### src/rtl/lsu.sv
// Load/store unit: turns decoder memory-access controls plus the ALU address
// into a single word-aligned bus transaction with byte enables, extracts and
// extends load data, flags misaligned/reserved accesses and bus timeouts, and
// returns a one-cycle completion pulse to the core.
module lsu #(
    parameter int unsigned TIMEOUT_CYCLES = 255
) (
    input  logic        clk_i,
    input  logic        rstn_i,
    input  logic        mem_rd_en_i,
    input  logic        mem_wr_en_i,
    input  logic [1:0]  mem_acc_r_i,
    input  logic [1:0]  mem_acc_w_i,
    input  logic        mem_r_sext_i,
    input  logic [31:0] mem_addr_i,
    input  logic [31:0] mem_wdata_i,
    output logic [31:0] mem_rd_data_o,
    output logic        mem_rd_valid_o,
    output logic        mem_wr_ready_o,
    output logic        mem_err_o,
    output logic        bus_req_o,
    output logic        bus_we_o,
    output logic [31:0] bus_addr_o,
    output logic [3:0]  bus_be_o,
    output logic [31:0] bus_wdata_o,
    input  logic [31:0] bus_rdata_i,
    input  logic        bus_ack_i
);

    localparam logic [1:0] ST_IDLE = 2'd0;
    localparam logic [1:0] ST_REQ  = 2'd1;
    localparam logic [1:0] ST_DONE = 2'd2;

    localparam logic [1:0] SZ_B = 2'b00;
    localparam logic [1:0] SZ_H = 2'b01;
    localparam logic [1:0] SZ_W = 2'b10;

    // Counter is at least 8 bits, wider only when the timeout needs it.
    localparam int CNT_W = (TIMEOUT_CYCLES > 255) ? $clog2(TIMEOUT_CYCLES + 1) : 8;
    // The abort happens on the edge that would make the count reach
    // TIMEOUT_CYCLES, so the request is high for exactly that many cycles.
    localparam logic [CNT_W-1:0] TO_LAST =
        (TIMEOUT_CYCLES == 0) ? '0 : CNT_W'(TIMEOUT_CYCLES - 1);

    logic [1:0]       state_q;
    logic             we_q;
    logic             err_q;
    logic             sext_q;
    logic [1:0]       size_q;
    logic [1:0]       lo_q;
    logic [31:0]      addr_q;
    logic [3:0]       be_q;
    logic [31:0]      wdata_q;
    logic [31:0]      rdata_q;
    logic [CNT_W-1:0] cnt_q;

    logic [1:0]       acc_size;
    logic             acc_bad;
    logic             timeout_hit;

    function automatic logic is_misaligned(input logic [1:0] sz, input logic [1:0] lo);
        case (sz)
            SZ_B:    return 1'b0;
            SZ_H:    return lo[0];
            SZ_W:    return (lo != 2'b00);
            default: return 1'b1;
        endcase
    endfunction

    function automatic logic [3:0] byte_en(input logic [1:0] sz, input logic [1:0] lo);
        case (sz)
            SZ_B:    return 4'b0001 << lo;
            SZ_H:    return 4'b0011 << lo;
            default: return 4'b1111;
        endcase
    endfunction

    function automatic logic [31:0] lane_rep(input logic [1:0] sz, input logic [31:0] wd);
        case (sz)
            SZ_B:    return {4{wd[7:0]}};
            SZ_H:    return {2{wd[15:0]}};
            default: return wd;
        endcase
    endfunction

    function automatic logic [31:0] load_ext(input logic [31:0] rd, input logic [1:0] sz,
                                             input logic [1:0] lo, input logic sx);
        logic [31:0]        shifted;
        logic signed [7:0]  b;
        logic signed [15:0] h;
        logic signed [31:0] res;
        shifted = rd >> {lo, 3'b000};
        b       = shifted[7:0];
        h       = lo[1] ? rd[31:16] : rd[15:0];
        case (sz)
            SZ_B: begin
                if (sx) res = b;
                else    res = {24'h0, b};
            end
            SZ_H: begin
                if (sx) res = h;
                else    res = {16'h0, h};
            end
            default: res = rd;
        endcase
        return res;
    endfunction

    assign acc_size    = mem_wr_en_i ? mem_acc_w_i : mem_acc_r_i;
    assign acc_bad     = is_misaligned(acc_size, mem_addr_i[1:0]);
    assign timeout_hit = (TIMEOUT_CYCLES != 0) && (cnt_q == TO_LAST);

    // Access FSM with request capture, timeout counter and load data register.
    always_ff @(posedge clk_i or negedge rstn_i) begin
        if (!rstn_i) begin
            state_q <= ST_IDLE;
            we_q    <= 1'b0;
            err_q   <= 1'b0;
            sext_q  <= 1'b0;
            size_q  <= 2'b00;
            lo_q    <= 2'b00;
            addr_q  <= '0;
            be_q    <= '0;
            wdata_q <= '0;
            rdata_q <= '0;
            cnt_q   <= '0;
        end else begin
            case (state_q)
                ST_IDLE: begin
                    if (mem_wr_en_i || mem_rd_en_i) begin
                        we_q   <= mem_wr_en_i;
                        sext_q <= mem_r_sext_i;
                        size_q <= acc_size;
                        lo_q   <= mem_addr_i[1:0];
                        cnt_q  <= '0;
                        if (acc_bad) begin
                            // Rejected locally; the bus never sees it.
                            err_q   <= 1'b1;
                            state_q <= ST_DONE;
                            if (!mem_wr_en_i) rdata_q <= '0;
                        end else begin
                            err_q   <= 1'b0;
                            addr_q  <= {mem_addr_i[31:2], 2'b00};
                            be_q    <= byte_en(acc_size, mem_addr_i[1:0]);
                            wdata_q <= lane_rep(acc_size, mem_wdata_i);
                            state_q <= ST_REQ;
                        end
                    end
                end
                ST_REQ: begin
                    if (bus_ack_i) begin
                        // Ack beats a simultaneous timeout.
                        err_q   <= 1'b0;
                        state_q <= ST_DONE;
                        if (!we_q) rdata_q <= load_ext(bus_rdata_i, size_q, lo_q, sext_q);
                    end else if (timeout_hit) begin
                        err_q   <= 1'b1;
                        state_q <= ST_DONE;
                        if (!we_q) rdata_q <= '0;
                    end else begin
                        cnt_q <= cnt_q + 1'b1;
                    end
                end
                ST_DONE: state_q <= ST_IDLE;
                default: state_q <= ST_IDLE;
            endcase
        end
    end

    assign bus_req_o      = (state_q == ST_REQ);
    assign bus_we_o       = we_q;
    assign bus_addr_o     = addr_q;
    assign bus_be_o       = be_q;
    assign bus_wdata_o    = wdata_q;
    assign mem_rd_data_o  = rdata_q;
    assign mem_rd_valid_o = (state_q == ST_DONE) && !we_q;
    assign mem_wr_ready_o = (state_q == ST_DONE) && we_q;
    assign mem_err_o      = (state_q == ST_DONE) && err_q;

endmodule

### config.mk
export PLATFORM = sky130hd
export DESIGN_NAME = lsu
export DESIGN_NICKNAME = d
export VERILOG_FILES = /design/src/rtl/lsu.sv
export SDC_FILE = /design/constraint.sdc
export NUM_CORES = 1
export LEC_CHECK = 0
export ABC_AREA = 1
export CAP_MARGIN = 40
export CORE_MARGIN = 2
export CORE_UTILIZATION = 42
export CTS_BUF_LIST = sky130_fd_sc_hd__clkbuf_4 sky130_fd_sc_hd__clkbuf_8
export CTS_CLUSTER_SIZE = 40
export DETAILED_ROUTE_END_ITERATION = 12
export PLACE_DENSITY = 0.8
export REMOVE_ABC_BUFFERS = 1
export SLEW_MARGIN = 20
export SYNTH_ARGS = -nofsm -noshare
export SYNTH_HDL_FRONTEND = slang
export SYNTH_SLANG_ARGS = --single-unit
### constraint.sdc
create_clock -name clk_i -period 1.49 [get_ports clk_i]
set_input_delay 0.447 -clock clk_i [delete_from_list [all_inputs] [get_ports clk_i]]
set_output_delay 0.447 -clock clk_i [all_outputs]
set_load 0.01 [all_outputs]
Yosys cells after proc, flatten, opt, wreduce, memory -nomap -nowiden
Index checks and enable logic that the tools add are counted.
{"block": "op_classes", "bitwise": 1, "eq_ne": 13, "muxes": 30, "addsub": 1, "shift": 3, "reduce_logical": 16}
{"operator": "2-to-1 mux 32 bit", "count": 9}
{"operator": "one-hot mux 32 bit (2 select lines)", "count": 3}
{"operator": "right shift 32 x 5 -> 8 bit", "count": 1}
{"operator": "2-to-1 mux 8 bit", "count": 3}
{"operator": "2-to-1 mux 16 bit", "count": 1}
{"operator": "one-hot mux 8 bit (2 select lines)", "count": 1}
{"operator": "!= test 2 bit, second input constant", "count": 6}
{"operator": "2-to-1 mux 2 bit", "count": 5}
{"operator": "adder 8 x 1 -> 8 bit, second input constant", "count": 1}
{"operator": "== test 8 bit, second input constant", "count": 1}
{"operator": "one-hot mux 4 bit (2 select lines)", "count": 1}
{"operator": "== test 2 x 1 -> 1 bit, second input constant", "count": 3}
{"operator": "logical NOT 2 bit", "count": 3}
{"operator": "AND reduction 3 bit", "count": 2}
{"operator": "AND reduction 6 bit", "count": 1}
{"operator": "== test 2 bit, second input constant", "count": 2}
{"operator": "2-to-1 mux 1 bit", "count": 4}
{"operator": "one-hot mux 2 bit (2 select lines)", "count": 1}
{"operator": "AND reduction 2 bit", "count": 2}
{"operator": "AND reduction 4 bit", "count": 1}
{"operator": "nonzero test 2 bit", "count": 2}
{"operator": "<< shifter 1 x 2 -> 4 bit, first input constant", "count": 1}
{"operator": "<< shifter 2 x 2 -> 4 bit, first input constant", "count": 1}
{"operator": "logical AND 1 bit", "count": 3}
{"operator": "6 further kinds", "count": 6}
{"block": "totals", "out_inout_bits": 105, "wordCells": 75, "input_bits": 106, "regBits": 115}

Longest topological paths before layout
{"block": "logic_depth", "ltp_word": 6, "mapped_depth": 13, "ltp_nobuf": 12}

Least setup slack after synthesis
OpenSTA, ideal clock, no wires.
{"block": "synth_path", "kind": "register -> register", "startpoint": "register cnt_q[0]", "endpoint": "register rdata_q[15] (netlist: mem_rd_data_o[15])", "setup_time_ns": 0.065, "required_ns": 1.425, "t_arrival_ns": 1.560, "synth_period_minus_slack_ns": 1.625, "n_path_buf": 1, "path_stages_with_launch": 14, "slack_ns": -0.135, "cell_sequence": "dfrtp_1 inv_1 ha_1 inv_1 nor2_1 nand2_1 nand2_2 nand2_1 nor2_2 nand3_4 nor2_8 buf_6 nand2_1 nand2_1"}
{"block": "synth_between", "elab_chain_len": 3}
{"element": "from (decl)", "line": "55", "rtl": "logic [CNT_W-1:0] cnt_q;"}
{"element": "from (signal assigned)", "line": "161", "rtl": "cnt_q <= cnt_q + 1'b1;"}
{"element": "== test 8 bit", "line": "111", "rtl": "assign timeout_hit = (TIMEOUT_CYCLES != 0) && (cnt_q == TO_LAST);"}
{"element": "!= test 3 x 1 -> 1 bit (no line)"}
{"element": "AND reduction 6 bit (no line)"}
{"element": "to (signal assigned)", "line": "155", "rtl": "if (!we_q) rdata_q <= load_ext(bus_rdata_i, size_q, lo_q, sext_q);"}
{"element": "to (decl)", "line": "54", "rtl": "logic [31:0] rdata_q;"}
Every way passes these cells.
A chain may end at the register's enable or synchronous reset.

Worst setup path after layout
Ends and elaborated chain as after synthesis.

==> flow_summary.json <==
{
  "grt_pass1_wl_um": 29500,
  "viasPerCell": 5.11,
  "core_area_mm2": 0.0133,
  "setup_viol": 108,
  "dr.pass1.iters": 5,
  "synth_seq_cells": 115,
  "avgSynthCellArea_um2": 7.38,
  "worstPathRequired_ns": 1.87,
  "drt-total-wl_um": 22700,
  "p_leak_nw": 5.37,
  "drt_iter0_markers": 490,
  "yosysTopAreaCell": "dfrtp_1",
  "dr_total_vias": 6670,
  "finalPower_mw": 17.4,
  "path_cells": "inv_2 -> ha_4 -> inv_2 -> nor2_4 -> nand2_2 -> nand2_2 -> nand2_4 -> nor2_4 -> nand3_4 -> nor2_8 -> clkbuf_16 -> nand2_1 -> nand2_1",
  "ys_warn_count": 0,
  "crit_path_max_fanout": 8,
  "crit_type": "flip-flop to flip-flop",
  "critPathSlowestCell": "dfrtp_1",
  "critPathLaunchType": "flip-flop",
  "post-route-period-util": 1.20,
  "hold_violations": 0,
  "die_area_mm2": 0.0147,
  "die_x_um": 121,
  "clockBufferDepth": 2,
  "arrival_ns": 2.17,
  "max_stage_delay_ns": 0.40,
  "start_util": 0.432,
  "outcome": "finished, violations left",
  "ys_seq_area_frac": 0.499,
  "clock-sinks": 115,
  "pre_cts_slack_ns": -0.766,
  "vdd_drop_max_mv": 1.13,
  "clockRootBuffer": "clkbuf_8",
  "grt_overflow": 0,
  "syn_inst": 782,
  "ys_top_cells_by_area": "dfrtp_1 50%, nand2_1 27%, o21ai_0 3.6%",
  "antenna_cells": 0,
  "clk-insertion-delay-late_ns": 0.45,
  "route.detailed.wl_per_inst_um": 17.4,
  "gp_congestion": 0.837,
  "fin_util": 0.750,
  "fin_nets": 1225,
  "row_count": 42,
  "endpoint_kind": "flip-flop",
  "post-route-min-period_ns": 1.79,
  "clk_pin_slew_ns": 0.07,
  "port_buffers": 208,
  "syn-cell-area_mm2": 0.00577,
  "synth_top_area_share": 0.499,
  "areaGrowthSynthToFinish_pct": 73.5,
  "grt_pass1_vias": 6185,
  "gr-usage-all-layers": 0.258,
  "antenna_found_initial": 0,
  "cts_tree": "done",
  "die_h_um": 121,
  "synth_cell_types": 31,
  "fin_ws_ns": -0.297,
  "cts_htree_levels": 4,
  "cap_violations": 0,
  "hold_class": "primary input to async pin",
  "rsz0062_at_grt": "yes",
  "power_density_mw_per_mm2": 1740,
  "drc": 0,
  "drive_gt1_frac": 0.396,
  "route.antenna.remaining_nets": 0,
  "fin_skew_ns": 0.0127,
  "pin_count": 211,
  "grt_max_degree": 67,
  "violations": "negative setup slack",
  "place.detailed.hpwl_um": 12700,
  "finalMaxSlewViolations": 0,
  "numCtsBuffers": 17,
  "fmax_mhz": 560
}
[power breakdown]
part	internal [mW]	switching, mW	leakage [nW]
Combinational	4.20	4.66	3.67
Sequential	4.25	0.999	1.48
Clock	1.89	1.43	0.220
[metrics by stage]
stage / TNS [ns] / hold WS, ns / area (um^2) / cells
4_1_cts: -10.33 / 0.351 / 8960 / 1276
2_1_floorplan: -134.34 / 0.151 / 5560 / 748
3_3_place_gp: -70.80 / 0.282 / 8470 / 1199
3_5_place_dp: -76.16 / 0.282 / 8470 / 1199
5_1_grt: -26.00 / 0.367 / 10000 / 1306
6_report: -16.08 / 0.365 / 10000 / 1306
[kinds of logic (layout without fill, tap and decap cells)]
group / Yosys count / in the layout / synth area share
and+or+nand+nor: 503 / 503 / 0.358
DFF: 115 / 115 / 0.499
buffers and inverters: 91 / 438 / 0.0735
AOI/OAI and AO/OA: 69 / 69 / 0.0637
adders and majority gates: 2 / 2 / 0.00433
other: 1 / 2 / 0.000650
xor gates and xnor gates: 1 / 1 / 0.00152
[state kept, by name, indices dropped and copies added, names as in the netlist]
| name | cells |
|---|---|
| bus_we_o | 1 |
| bus_wdata_o | 32 |
| state_q | 2 |
| bus_be_o | 4 |
| lo_q | 2 |
| sext_q | 1 |
| size_q | 2 |
| cnt_q | 8 |
| mem_rd_data_o | 32 |
| bus_addr_o | 30 |
| err_q | 1 |
[final timing paths]
path,from,end,slack (ns),cells past startpoint
max,cnt_q[0]$_DFFE_PN0P_,mem_rd_data_o[15]$_DFFE_PN0P_,-0.30,13
min,rstn_i,cnt_q[5]$_DFFE_PN0P_,0.37,2
max reg2reg,cnt_q[0]$_DFFE_PN0P_,mem_rd_data_o[15]$_DFFE_PN0P_,-0.30,13
min reg2reg,mem_rd_data_o[2]$_DFFE_PN0P_,mem_rd_data_o[2]$_DFFE_PN0P_,0.48,2
max in group asynchronous,rstn_i,mem_rd_data_o[26]$_DFFE_PN0P_,0.54,3
min in group clk_i,mem_rd_data_o[2]$_DFFE_PN0P_,mem_rd_data_o[2]$_DFFE_PN0P_,0.48,2
[cell usage in the layout, fill, tap and decap left out, types with 5 or more instances in the layout]
cell / instances
nand2_1: 320
dfrtp_1: 113
clkdlybuf4s50_1: 98
buf_4: 94
buf_2: 90
nand2_2: 80
inv_1: 46
buf_6: 30
nand2_4: 29
nand3_1: 24
o21ai_0: 22
clkbuf_8: 18
a21oi_1: 16
or2_2: 16
buf_12: 11
o21ai_1: 10
o21ai_2: 10
clkbuf_16: 10
nor2_1: 9
inv_2: 7
nor2_4: 6
nand3_2: 6
o21a_1: 6
buf_16: 6
clkinv_4: 5
dlygate4sd2_1: 5
[what timing repair did]
action	in CTS	in global routing
buffers inserted	39	24
gates resized for setup	448	215
hold buffers	1	0
endpoints found under the setup margin	210	121
pin swaps	13	29
gates cloned	6	12
endpoints found under the hold margin	5	0
[worst max-delay path: cells and delay by family, from the launching register on]
family / cells / cell delay [ns]
buf+inv: 3 / 0.32
simple gates: 9 / 0.87
fa+ha+maj: 1 / 0.12
flops: 1 / 0.40
[cell usage after synthesis]
cell,count
nand2_1,422
dfrtp_1,115
inv_1,52
o21ai_0,41
nand3_1,30
a21oi_1,18
or2_2,16
nor2_1,13
buf_2,12
clkbuf_1,11
buf_4,6
buf_6,6
nand2_2,6
o21a_1,6
nor2_2,5
inv_2,3
nor3_1,3
ha_1,2
nand3_4,2
o31ai_1,2
and2_1,1
clkinv_1,1
conb_1,1
nand2_4,1
nand3_2,1
nand3b_1,1
nor2_8,1
nor3b_1,1
o21ai_1,1
o21bai_1,1
xor2_1,1
[final cells by class]
cell class                      count  area (um^2)
Timing Repair Buffer              350         3240
Sequential cell                   115         2880
Clock inverter                     14          201
Tap cell                          176          220
Clock buffer                       18          248
Fill cell                         970         3330
Inverter                           56          219
Multi-Input combinational cell    577         3010
[layer usage]
layer / vias up / wire (um) / GRT usage
li1: 3069 / - / -
met1: 3208 / 8420 / 0.299
met2: 333 / 11700 / 0.443
met3: 60 / 1990 / 0.0945
met4: 0 / 670 / 0.0855
met5: - / 0 / 0
Power figures use the tool's default switching activity.
